## config.mk

```make
export PLATFORM = sky130hd
export DESIGN_NAME = ysyx_22041412_lsu
export DESIGN_NICKNAME = d
export VERILOG_FILES = /design/src/rtl/ysyx_22041412_lsu_pkg.sv /design/src/rtl/ysyx_22041412_lsu_check.sv /design/src/rtl/ysyx_22041412_lsu.sv
export SDC_FILE = /design/constraint.sdc
export NUM_CORES = 1
export LEC_CHECK = 0
export ABC_AREA = 0
export CORE_ASPECT_RATIO = 1.5
export CORE_MARGIN = 3
export CORE_UTILIZATION = 30
export DETAILED_ROUTE_END_ITERATION = 16
export HOLD_SLACK_MARGIN = 0.05
export SLEW_MARGIN = 20
export SYNTH_ARGS = -nofsm -noshare
export SYNTH_HDL_FRONTEND = slang
export SYNTH_SLANG_ARGS = --single-unit
```

## constraint.sdc

```tcl
create_clock -name clk -period 2.6 [get_ports clk]
set_input_delay 0.52 -clock clk [delete_from_list [all_inputs] [get_ports clk]]
set_output_delay 0.52 -clock clk [all_outputs]
set_load 0.03 [all_outputs]
```

## src/rtl/ysyx_22041412_lsu_pkg.sv

```systemverilog
// ysyx_22041412_lsu_pkg
//   Shared definitions for the load/store unit: FSM state encoding, fault
//   cause codes, RISC-V load/store funct3 encodings and a zero data word.
package ysyx_22041412_lsu_pkg;

  // DRAIN is the reset state; it clears any stale SRAM ready before IDLE.
  typedef enum logic [2:0] {
    ST_DRAIN = 3'd0,
    ST_IDLE  = 3'd1,
    ST_REQ   = 3'd2,
    ST_ACK   = 3'd3,
    ST_RESP  = 3'd4
  } lsu_state_e;

  typedef enum logic [1:0] {
    CAUSE_NONE     = 2'd0,
    CAUSE_MISALIGN = 2'd1,
    CAUSE_FUNC3    = 2'd2,
    CAUSE_NULL     = 2'd3
  } lsu_cause_e;

  localparam logic [2:0] F3_LB  = 3'b000;
  localparam logic [2:0] F3_LH  = 3'b001;
  localparam logic [2:0] F3_LW  = 3'b010;
  localparam logic [2:0] F3_LD  = 3'b011;
  localparam logic [2:0] F3_LBU = 3'b100;
  localparam logic [2:0] F3_LHU = 3'b101;
  localparam logic [2:0] F3_LWU = 3'b110;

  localparam logic [2:0] F3_SB  = 3'b000;
  localparam logic [2:0] F3_SH  = 3'b001;
  localparam logic [2:0] F3_SW  = 3'b010;
  localparam logic [2:0] F3_SD  = 3'b011;

  localparam logic [63:0] ysyx_22041412_zero_word = 64'd0;

endpackage

```

## src/rtl/ysyx_22041412_lsu_check.sv

```systemverilog
// ysyx_22041412_lsu_check
//   Combinational fault check for one memory op.
//   Ports:
//     store_i  : 1 = store, 0 = load
//     func3_i  : RISC-V funct3 (size in [1:0], unsigned flag in [2])
//     addr_i   : effective address
//     fault_o  : any fault detected
//     cause_o  : fault cause, priority illegal func3 > misaligned > null load
import ysyx_22041412_lsu_pkg::*;

module ysyx_22041412_lsu_check #(
  parameter int ADDR_WIDTH = 64
) (
  input  logic                  store_i,
  input  logic [2:0]            func3_i,
  input  logic [ADDR_WIDTH-1:0] addr_i,
  output logic                  fault_o,
  output lsu_cause_e            cause_o
);

  logic func3_bad;
  logic misaligned;
  logic null_load;

  // Stores only have four sizes; loads accept everything except 3'b111.
  // Size is func3[1:0] for both loads and stores.
  always_comb begin
    if (store_i) begin
      func3_bad = !(func3_i inside {F3_SB, F3_SH, F3_SW, F3_SD});
    end else begin
      func3_bad = !(func3_i inside {F3_LB, F3_LH, F3_LW, F3_LD,
                                    F3_LBU, F3_LHU, F3_LWU});
    end

    unique case (func3_i[1:0])
      2'd0:    misaligned = 1'b0;
      2'd1:    misaligned = addr_i[0];
      2'd2:    misaligned = |addr_i[1:0];
      default: misaligned = |addr_i[2:0];
    endcase

    // The SRAM never completes a load from address 0, so it must not be issued.
    null_load = !store_i && (addr_i == '0);

    if (func3_bad) begin
      cause_o = CAUSE_FUNC3;
    end else if (misaligned) begin
      cause_o = CAUSE_MISALIGN;
    end else if (null_load) begin
      cause_o = CAUSE_NULL;
    end else begin
      cause_o = CAUSE_NONE;
    end
    fault_o = (cause_o != CAUSE_NONE);
  end

endmodule

```

## src/rtl/ysyx_22041412_lsu.sv

```systemverilog
// ysyx_22041412_lsu
//   Load/store unit between the MEM stage and the data SRAM port.
//   Ports:
//     req_*  : MEM-stage op (valid/ready handshake, store bit, func3, addr,
//              low-aligned store data, load destination register)
//     mem_*  : SRAM en/wen/func3/addr/wdata, ack (SRAM ready_i), ready, rdata
//     wb_*   : writeback result held until wb_ready_i (we, rd, data, fault, cause)
//     busy_o : high whenever the unit is not idle (pipeline stall)
//     load_cnt_o / store_cnt_o : completed non-faulting loads / stores
import ysyx_22041412_lsu_pkg::*;

module ysyx_22041412_lsu #(
  parameter int ADDR_WIDTH = 64,
  parameter int DATA_WIDTH = 64,
  parameter int CNT_WIDTH  = 32
) (
  input  logic                  clk,
  input  logic                  rst_n,
  input  logic                  req_valid_i,
  output logic                  req_ready_o,
  input  logic                  req_store_i,
  input  logic [2:0]            req_func3_i,
  input  logic [ADDR_WIDTH-1:0] req_addr_i,
  input  logic [DATA_WIDTH-1:0] req_wdata_i,
  input  logic [4:0]            req_rd_i,
  output logic                  mem_en_o,
  output logic                  mem_wen_o,
  output logic [2:0]            mem_func3_o,
  output logic [ADDR_WIDTH-1:0] mem_addr_o,
  output logic [DATA_WIDTH-1:0] mem_wdata_o,
  output logic                  mem_ack_o,
  input  logic                  mem_ready_i,
  input  logic [DATA_WIDTH-1:0] mem_rdata_i,
  output logic                  wb_valid_o,
  input  logic                  wb_ready_i,
  output logic                  wb_we_o,
  output logic [4:0]            wb_rd_o,
  output logic [DATA_WIDTH-1:0] wb_data_o,
  output logic                  wb_fault_o,
  output logic [1:0]            wb_cause_o,
  output logic                  busy_o,
  output logic [CNT_WIDTH-1:0]  load_cnt_o,
  output logic [CNT_WIDTH-1:0]  store_cnt_o
);

  lsu_state_e            state_q, state_d;
  logic                  drain_ack_q, drain_ack_d;
  logic                  store_q, store_d;
  logic [2:0]            func3_q, func3_d;
  logic [ADDR_WIDTH-1:0] addr_q, addr_d;
  logic [DATA_WIDTH-1:0] wdata_q, wdata_d;
  logic [4:0]            rd_q, rd_d;
  logic [DATA_WIDTH-1:0] rdata_q, rdata_d;
  lsu_cause_e            cause_q, cause_d;
  logic [CNT_WIDTH-1:0]  load_cnt_q, load_cnt_d;
  logic [CNT_WIDTH-1:0]  store_cnt_q, store_cnt_d;

  logic                  chk_fault;
  lsu_cause_e            chk_cause;

  // The check looks at the live request so the fault is known on acceptance.
  ysyx_22041412_lsu_check #(
    .ADDR_WIDTH(ADDR_WIDTH)
  ) u_check (
    .store_i (req_store_i),
    .func3_i (req_func3_i),
    .addr_i  (req_addr_i),
    .fault_o (chk_fault),
    .cause_o (chk_cause)
  );

  // Next-state logic. The DRAIN ack is a separate flop so it is only raised
  // after a stale ready has actually been seen, one clean cycle long.
  always_comb begin
    state_d     = state_q;
    drain_ack_d = 1'b0;
    store_d     = store_q;
    func3_d     = func3_q;
    addr_d      = addr_q;
    wdata_d     = wdata_q;
    rd_d        = rd_q;
    rdata_d     = rdata_q;
    cause_d     = cause_q;
    load_cnt_d  = load_cnt_q;
    store_cnt_d = store_cnt_q;

    unique case (state_q)
      ST_DRAIN: begin
        if (drain_ack_q) begin
          state_d = ST_IDLE;
        end else if (mem_ready_i) begin
          drain_ack_d = 1'b1;
        end else begin
          state_d = ST_IDLE;
        end
      end
      ST_IDLE: begin
        if (req_valid_i) begin
          store_d = req_store_i;
          func3_d = req_func3_i;
          addr_d  = req_addr_i;
          wdata_d = req_wdata_i;
          rd_d    = req_rd_i;
          rdata_d = DATA_WIDTH'(ysyx_22041412_zero_word);
          cause_d = chk_cause;
          state_d = chk_fault ? ST_RESP : ST_REQ;
        end
      end
      ST_REQ: begin
        if (mem_ready_i) begin
          if (!store_q) begin
            rdata_d = mem_rdata_i;
          end
          state_d = ST_ACK;
        end
      end
      ST_ACK: begin
        state_d = ST_RESP;
      end
      ST_RESP: begin
        if (wb_ready_i) begin
          state_d = ST_IDLE;
          if (cause_q == CAUSE_NONE) begin
            if (store_q) begin
              store_cnt_d = store_cnt_q + 1'b1;
            end else begin
              load_cnt_d = load_cnt_q + 1'b1;
            end
          end
        end
      end
      default: begin
        state_d = ST_DRAIN;
      end
    endcase
  end

  // All state, latched request fields and counters.
  always_ff @(posedge clk or negedge rst_n) begin
    if (!rst_n) begin
      state_q     <= ST_DRAIN;
      drain_ack_q <= 1'b0;
      store_q     <= 1'b0;
      func3_q     <= 3'd0;
      addr_q      <= '0;
      wdata_q     <= '0;
      rd_q        <= 5'd0;
      rdata_q     <= '0;
      cause_q     <= CAUSE_NONE;
      load_cnt_q  <= '0;
      store_cnt_q <= '0;
    end else begin
      state_q     <= state_d;
      drain_ack_q <= drain_ack_d;
      store_q     <= store_d;
      func3_q     <= func3_d;
      addr_q      <= addr_d;
      wdata_q     <= wdata_d;
      rd_q        <= rd_d;
      rdata_q     <= rdata_d;
      cause_q     <= cause_d;
      load_cnt_q  <= load_cnt_d;
      store_cnt_q <= store_cnt_d;
    end
  end

  // Outputs decode only flops, so they never depend on inputs combinationally.
  always_comb begin
    req_ready_o = (state_q == ST_IDLE);
    busy_o      = (state_q != ST_IDLE);
    mem_en_o    = (state_q == ST_REQ);
    mem_wen_o   = (state_q == ST_REQ) && store_q;
    mem_func3_o = func3_q;
    mem_addr_o  = addr_q;
    mem_wdata_o = wdata_q;
    mem_ack_o   = (state_q == ST_ACK) || ((state_q == ST_DRAIN) && drain_ack_q);
    wb_valid_o  = (state_q == ST_RESP);
    wb_we_o     = (state_q == ST_RESP) && !store_q && (cause_q == CAUSE_NONE);
    wb_rd_o     = rd_q;
    wb_data_o   = rdata_q;
    wb_fault_o  = (state_q == ST_RESP) && (cause_q != CAUSE_NONE);
    wb_cause_o  = (state_q == ST_RESP) ? cause_q : CAUSE_NONE;
    load_cnt_o  = load_cnt_q;
    store_cnt_o = store_cnt_q;
  end

endmodule

```

# After elaboration in Yosys (flattened, before gate mapping)

Cells that the tools add are included.

Add/sub/neg operators: 2
Equality and inequality tests: 18
Mux-type cells: 20
Bitwise gates (word level): 1
Reductions and logical operators: 28

Operator list:

| cell                  | count |
|---|---|
| $mux 64               | 3 |
| $pmux 64 s2           | 1 |
| $add 32x1->32 const B | 2 |
| $logic_not 64->1      | 1 |
| $mux 3                | 6 |
| $reduce_and 4->1      | 4 |
| $pmux 3 s5            | 1 |
| $eq 3x2->1 const B    | 4 |
| $eq 3x3->1 const B    | 4 |
| $mux 2                | 4 |
| $reduce_bool 7->1     | 1 |
| $eq 3x1->1 const B    | 2 |
| $logic_and 1x1->1     | 6 |
| $logic_not 3->1       | 2 |
| $reduce_bool 2->1     | 3 |
| $logic_not 1->1       | 4 |
| $logic_not 2->1       | 2 |
| $mux 1                | 4 |
| $ne 2x1->1 const B    | 2 |
| $ne 2x2->1 const B    | 2 |
| $reduce_bool 4->1     | 1 |
| $ne 3x1->1 const B    | 1 |
| $ne 3x3->1 const B    | 1 |
| $pmux 1 s3            | 1 |
| 7 further kinds       | 7 |

Bits in registers: 271
Input port bits: 206

# Depth between registers and ports, before layout

Gate-level depths: netlist (run 1).

Word-level depth: 9
Gate-level depth with buffers: 9
Mapped depth without buffers: 6

# By module

From an unflattened synthesis (run 1), not the netlist that was laid out.

Cell total of the unflattened synthesis: 772
Area, all modules: 10795.4 um^2

By module, submodules not included:

| module                  | times used | cells an instance | area an instance (um^2) |
|---|---|---|---|
| ysyx_22041412_lsu       | 1          | 737               | 10566.4 |
| ysyx_22041412_lsu_check | 1          | 35                | 229.0 |

# Worst setup path before layout (run 1)

No wires, ideal clock.

Path kind: reg-to-output
From: register state_q[0]
To: output wb_we_o
Data arrival time: 1.848 ns
Data required time: 2.080 ns
Path slack: 0.232 ns
Stages on the path, launching flop included: 4
Cells stage by stage: dfrtp_1 -> or3b_1 -> buf_6 -> nor4_1

Longest elaborated chain between the ends: 3

RTL lines:

| item                           | RTL line                 | RTL |
|---|---|---|
| start: declaration             | ysyx_22041412_lsu.sv:46  | `lsu_state_e state_q, state_d;` |
| start signal: assignment       | ysyx_22041412_lsu.sv:153 | `state_q <= state_d;` |
| $eq 3x3->1                     | ysyx_22041412_lsu.sv:178 | `wb_we_o = (state_q == ST_RESP) && !store_q && (cause_q == CAUSE_NONE);` |
| $logic_and 1x1->1 (2 in a row) | ysyx_22041412_lsu.sv:178 |  |
| end: declaration               | ysyx_22041412_lsu.sv:36  | `output logic wb_we_o,` |

No other way between the ends.

# Worst setup path in the final report (run 1)

From: register state_q[2]
To: output wb_cause_o[0]

Longest elaborated chain between the ends: 2

RTL lines:

| item             | RTL line                 | RTL |
|---|---|---|
| $eq 3x3->1       | ysyx_22041412_lsu.sv:182 | `wb_cause_o = (state_q == ST_RESP) ? cause_q : CAUSE_NONE;` |
| $mux 2           | ysyx_22041412_lsu.sv:182 |  |
| end: declaration | ysyx_22041412_lsu.sv:40  | `output logic [1:0] wb_cause_o,` |

No other way between the ends.

==> results.py, run 1 <==
metrics = {
    "placed_design": {
        "routabilityCongestion": 0.8287,
        "hpwl_mm": 27.59,
        "dp_worst_setup_slack_ns": -0.08382,
        "numPortBuffers": 479,
    },
    "run": {
        "drv_cap": 0,
    },
    "setup_path": {
        "critPathLaunchType": "flip-flop",
        "rr_worst_depth": 6,
        "crit_required_ns": 2.08,
        "crit_chain": "or3b_4 -> nor2_1 -> dlygate4sd2_1",
        "endpoint": "wb_cause_o[0]",
        "worstSetupEndpointType": "output port",
        "cpPeakStageDelay_ns": 0.43,
        "path_max_fanout": 6,
        "worst-path-stages": 3,
        "crit_family": "simple AND/OR/NAND/NOR gates",
        "critical_path_buf_inv_count": 1,
        "cp.arrival_ns": 1.98,
        "worstSetupPathType": "flip-flop to output port",
        "crit_start": "state_q[2]",
        "cp_slowest_cell": "dlygate4sd2_1",
        "r2r_slack_ns": 0.52,
        "worstReg2RegEnd": "mem_wdata_o[33]",
        "r2r_start": "state_q[2]",
    },
    "synthesis": {
        "netlist_area_um2": 10730,
        "synthArstFlopShare_pct": 100.0,
        "yosys.area.top_type": "dfrtp_1",
        "muxShareOfSynthArea_pct": 14.59,
        "ys_ff_latch": 271,
        "synthAdderAreaFrac_pct": 0.2333,
        "ys_warn_count": 0,
        "ys_seq_area_share_pct": 63.23,
        "synth-compound-area-share_pct": 6.031,
        "synth_top_area_share_pct": 63.23,
        "synth-edff-count": 0,
        "synth-simple-area-share_pct": 8.808,
        "synthTopCellsByArea": "dfrtp_1, mux2_2, a22o_1",
        "synth.distinct_cells": 41,
        "netlist_instances": 752,
        "syn-mean-instance-area_um2": 14.26,
        "syn_nets": 960,
        "synth-xor-area-share_pct": 5.063,
        "synth_top_family_by_area": "multiplexers",
        "ys.flop_type": "dfrtp_1",
    },
    "timing": {
        "fmax_ghz": 0.3996,
        "layout_setup_ws_ns": 0.09735,
        "finalCritPeriodShare_pct": 96.26,
        "hold_slack_ns": 0.4721,
        "slew_headroom_pct": 64.61,
        "finalHoldViolCount": 0,
        "worst_clock_skew_ns": 0.009152,
        "setup_violations": 0,
        "slew_violations": 0,
        "worst_slew_pin_slew_ns": 0.5268,
        "rsz0062_at_grt": "false",
        "fin_crit_ns": 2.503,
    },
    "grt": {
        "antenna_found_initial": 1,
        "grt_usage_pct": 18.35,
        "grt_max_degree": 72,
        "grt_pass1_wl_mm": 54.17,
        "grt_pass1_vias": 8813,
        "grt-ovfl-total": 0,
    },
    "routing": {
        "avgViaCountPerCell": 4.657,
        "drc": 0,
        "wl_per_cell_um": 20.61,
        "vias": 8182,
        "routed_wirelength_mm": 36.22,
        "ant_nets": 0,
        "drtIter0Drc": 297,
        "first_pass_iters": 4,
    },
    "cts": {
        "cts_tree": "yes",
        "postCtsSetupBuffers": 0,
        "clockBufferDepth": 3,
        "cts.sinks": 271,
        "clk_transition_reported_paths_ns": 0.06,
        "clock_latency_ns": 0.55,
        "clockRootBuffer": "clkbuf_16",
        "cts_made_buffers": 29,
        "htreeDepth": 1,
    },
    "power_and_ir_drop": {
        "peakVddDrop_v": 0.0008751,
        "power_density_nw_per_um2": 1119,
        "p_leak_nw": 7.388,
        "power_mw": 19.42,
    },
    "finish": {
        "drive_gt1_share_pct": 18.86,
        "seq_area_um2": 6783,
        "area_growth_pct": 61.81,
        "num-fill-cells": 3166,
        "multi_input_area_um2": 3742,
        "final_nets": 1471,
    },
    "floorplan": {
        "fp.dieH_um": 237.6,
        "die_area_um2": 38100,
        "initial_core_util_pct": 30.46,
        "core_um2": 35210,
        "num_io_pins": 480,
        "rows": 84,
        "die_x_um": 160.4,
    },
    "status": {
        "outcome": "finished clean",
    },
    "worst_hold_path": {
        "min_path_type": "flip-flop to flip-flop",
    },
}
[stage by stage]
| step | instances | instance area, um^2 | TNS (ns) | utilization [%] |
|---|---|---|---|---|
| final | 1757 | 17350 | 0 | 49.29 |
| after global routing | 1757 | 17350 | 0 | 49.29 |
| after CTS | 1756 | 17360 | -0.08583 | 49.30 |
| after detailed placement | 1704 | 16360 | -0.1011 | 46.47 |
| after global placement | 1704 | 16360 | -0.4463 | 46.47 |
| after floorplan | 752 | 10730 | 0 | - |
[cell usage in the layout, fill, tap and decap left out, drive strengths merged, types with 9 or more instances in the layout]
master           n
a22o            64
and3            17
buf             36
clkbuf          44
clkdlybuf4s50  468
dfrtp          271
inv              9
mux2           139
nand2           28
nand3           32
nand4           13
nor2            15
nor4            23
xnor2           44
xor2            18
[report_power, final]
part	internal, mW	total (mW)	switching [mW]	leakage [nW]
registers	5.57	6.36	0.791	3.45
logic	4.01	8.75	4.75	3.45
clock network	2.59	4.30	1.72	0.491
total	12.2	19.4	7.25	7.39
[cell families after synthesis]
group / count (synthesis)
buffers and inverters: 42
flip-flops: 271
adder cells (fa/ha/maj): 2
AND/OR/NAND/NOR: 159
AO/OA/AOI/OAI: 77
multiplexers: 139
XOR/XNOR: 62
[worst min path at each step]
stage                           end            start  slack (ns)  depth (start not counted)
global route          wb_data_o[22]            rst_n        0.49                          2
finish              store_cnt_o[31]  store_cnt_o[31]        0.47                          1
floorplan                cause_q[0]            rst_n        0.22                          0
CTS                   wb_data_o[22]            rst_n        0.48                          2
global placement     load_cnt_o[31]   load_cnt_o[31]        0.46                          1
detailed placement  store_cnt_o[31]  store_cnt_o[31]        0.47                          1
[metal layers]
metal	global-route usage [%]	share of wire, %	vias up
met5	0	0	-
met4	5.553	2.6	0
met3	4.480	6.1	45
met2	33.31	53	267
met1	21.33	38	4131
li1	-	-	3739
[worst reg2reg max path, cell delays in order (launching register included)]
cell,delay (ns)
dfrtp_2,0.43
nand2b_1,0.17
or2_2,0.34
inv_1,0.10
and2_4,0.20
buf_12,0.29
mux2_2,0.44
[registers in the layout, summed over array words and instances, names as in the netlist]
name and cells:
state_q 3, store_q 1, mem_wdata_o 64, wb_data_o 64
store_cnt_o 32, drain_ack_q 1, cause_q 2, wb_rd_o 5
mem_addr_o 64, load_cnt_o 32, mem_func3_o 3
[area by class of cell]
cell class	count	share of cell area [%]
Antenna cell	1	0.01442
Multi-Input combinational cell	439	21.56
Tap cell	473	3.410
Clock inverter	8	0.6849
Inverter	8	0.1875
Clock buffer	43	5.004
Timing Repair Buffer	514	30.05
Sequential cell	271	39.08
[repair_timing]
| item | in CTS | in global routing |
|---|---|---|
| resized for setup | 20 | 6 |
| endpoints found under the setup margin | 10 | 5 |
| hold buffers | 1 | 0 |
| hold endpoints to repair | 44 | 0 |
[Yosys cell counts, types with 2 or more instances]
| cell type | number |
|---|---|
| and4_1 | 6 |
| clkbuf_1 | 7 |
| nand2_1 | 28 |
| o22ai_1 | 2 |
| and2_1 | 7 |
| buf_2 | 17 |
| nor4_1 | 17 |
| nor4_2 | 3 |
| a21oi_1 | 3 |
| a21o_1 | 3 |
| a22o_1 | 64 |
| xnor2_1 | 44 |
| nand4_1 | 12 |
| nor3b_1 | 2 |
| xor2_1 | 18 |
| dfrtp_1 | 271 |
| nand2b_1 | 2 |
| or2_2 | 2 |
| mux2_2 | 139 |
| ha_1 | 2 |
| buf_4 | 8 |
| nor3_1 | 7 |
| nor2_1 | 15 |
| and3_1 | 17 |
| nor4_4 | 3 |
| nor2b_1 | 2 |
| nand3_1 | 31 |
| inv_1 | 7 |
Power figures use the tool's default switching activity.
==> run 2: changes to the inputs <==
==> constraint.sdc (replaced) <==
create_clock -name clk -period 2.6 [get_ports clk]
set_input_delay 0.78 -clock clk [delete_from_list [all_inputs] [get_ports clk]]
set_output_delay 0.78 -clock clk [all_outputs]
set_load 0.03 [all_outputs]
==> results.py, run 2 (synthesized netlist as in run 1, its figures left out) <==
metrics = {
    "cts": {
        "cts_made_buffers": 29,
        "clk_transition_reported_paths_ns": 0.06,
        "cts_tree": "yes",
        "clockRootBuffer": "clkbuf_16",
        "htreeDepth": 1,
        "cts.sinks": 271,
        "clock_latency_ns": 0.55,
        "clockBufferDepth": 3,
    },
    "timing": {
        "rsz0062_at_grt": "true",
        "setup_violations": 2,
        "slew_violations": 0,
        "slew_headroom_pct": 60.53,
        "fmax_ghz": 0.3826,
        "worst_clock_skew_ns": 0.01284,
        "finalCritPeriodShare_pct": 100.5,
        "finalHoldViolCount": 0,
        "layout_setup_ws_ns": -0.01339,
        "fin_crit_ns": 2.613,
        "worst_slew_pin_slew_ns": 0.5921,
    },
    "setup_path": {
        "crit_required_ns": 1.82,
        "worstSetupEndpointType": "output port",
        "worstSetupPathType": "flip-flop to output port",
        "critPathLaunchType": "flip-flop",
        "rr_worst_depth": 8,
        "cp.arrival_ns": 1.83,
        "path_max_fanout": 3,
    },
    "status": {
        "outcome": "complete, but fails checks",
        "violations": "negative setup slack",
    },
    "floorplan": {
        "die_area_um2": 38100,
        "die_x_um": 160.4,
        "core_um2": 35210,
        "rows": 84,
        "fp.dieH_um": 237.6,
        "initial_core_util_pct": 30.46,
        "num_io_pins": 480,
    },
    "worst_hold_path": {
        "min_path_type": "input pin to async pin",
    },
    "placed_design": {
        "dp_worst_setup_slack_ns": -0.4624,
        "numPortBuffers": 479,
        "hpwl_mm": 27.90,
        "routabilityCongestion": 0.8232,
    },
    "finish": {
        "layout_common_cells": "clkdlybuf4s50_1, dfrtp_1, mux2_2",
        "final_nets": 1498,
        "antenna_cells": 0,
        "num-fill-cells": 3170,
        "final_common_cell": "clkdlybuf4s50_1",
        "drive_gt1_share_pct": 21.25,
        "area_growth_pct": 64.12,
    },
    "power_and_ir_drop": {
        "intPower_mw": 12.16,
        "clkPwrFrac_pct": 21.3,
        "peakVddDrop_v": 0.0008450,
        "power_density_nw_per_um2": 1101,
        "power_mw": 19.37,
        "pwr-share-seq_pct": 32.9,
        "p_comb_share_pct": 45.8,
        "p_sw_mw": 7.217,
        "p_leak_nw": 7.565,
        "power.switching_fraction_pct": 37.25,
    },
    "grt": {
        "grt_usage_pct": 18.42,
        "grt_pass1_vias": 9012,
        "grt_pass1_wl_mm": 54.93,
        "grt_max_degree": 65,
        "antenna_found_initial": 0,
        "grt-ovfl-total": 0,
    },
    "routing": {
        "vias": 8317,
        "avgViaCountPerCell": 4.670,
        "routed_wirelength_mm": 36.23,
        "drc": 0,
        "wl_per_cell_um": 20.34,
        "ant_nets": 0,
        "first_pass_iters": 4,
        "drtIter0Drc": 268,
    },
    "run": {
        "drv_cap": 0,
    },
}
## run 2: cell types whose count changed in the layout (fill, tap and decap cells not counted), moves of 3 or more
cell / previous run / this run
buf_4: 21 / 51
dlygate4sd2_1: 5 / 2
clkdlybuf4s50_1: 468 / 464
clkdlybuf4s15_2: 3 / 0
buf_12: 13 / 19
## run 2: worst max-delay path, cell delays in order (launching register included)
cell and delay (ns):
dfrtp_1 0.38, or3b_4 0.44, buf_6 0.14, nor4_2 0.12, buf_4 0.21
## run 2: timing repair
action | 4_1_cts | 5_1_grt
hold buffers | 0 | 0
pin swaps | 1 | 0
gates resized for setup | 12 | 3
buffers inserted | 4 | 0
cloned | 0 | 0
endpoints found under the setup margin | 7 | 5
## run 2: metal layers
metal	up-vias	global-route usage [%]	share of wire (%)
met2	271	34.42	54
met5	-	0	0
li1	3794	-	-
met3	46	4.672	6.4
met1	4206	21.00	37
met4	0	4.211	1.9
## run 2: final timing paths
| path | startpoint | to | slack (ns) |
|---|---|---|---|
| setup / recovery | state_q[1] | wb_we_o | -0.01 |
| max in group asynchronous | rst_n | mem_addr_o[60] | 1.77 |
| setup reg to reg | state_q[1] | load_cnt_o[11] | 0.48 |
| min in group clk | store_cnt_o[31] | store_cnt_o[31] | 0.47 |
| hold / removal | rst_n | mem_wdata_o[28] | 0.22 |
| hold reg to reg | store_cnt_o[31] | store_cnt_o[31] | 0.47 |
## run 2: power by group through the flow
stage	clock, mW	sequential (mW)	combinational [mW]
finish	4.12	6.37	8.88
global route	4.41	6.56	9.29
CTS	4.27	6.38	9.01
detailed placement	0	6.43	8.89
global placement	0	6.39	8.88
floorplan	0	8.92	2.17
## run 2: cell type report
class / count / area [um^2] / share of cell area [%]
Sequential cell: 271 / 6783 / 38.53
Clock inverter: 6 / 83.83 / 0.4763
Timing Repair Buffer: 541 / 5488 / 31.18
Inverter: 8 / 35.03 / 0.1990
Multi-Input combinational cell: 439 / 3762 / 21.37
Clock buffer: 43 / 858.3 / 4.876
Tap cell: 473 / 591.8 / 3.362
## run 2: stage by stage
stage	utilization [%]	instances	TNS (ns)	instance area (um^2)	hold slack [ns]
2_1_floorplan	-	752	0	10730	0.4844
3_3_place_gp	47.14	1728	-4.845	16600	0.4600
5_1_grt	49.99	1781	-0.1596	17600	0.2267
3_5_place_dp	47.14	1728	-7.101	16600	0.4653
6_report	49.99	1781	-0.01411	17600	0.2225
4_1_cts	49.97	1781	-0.1116	17590	0.2135
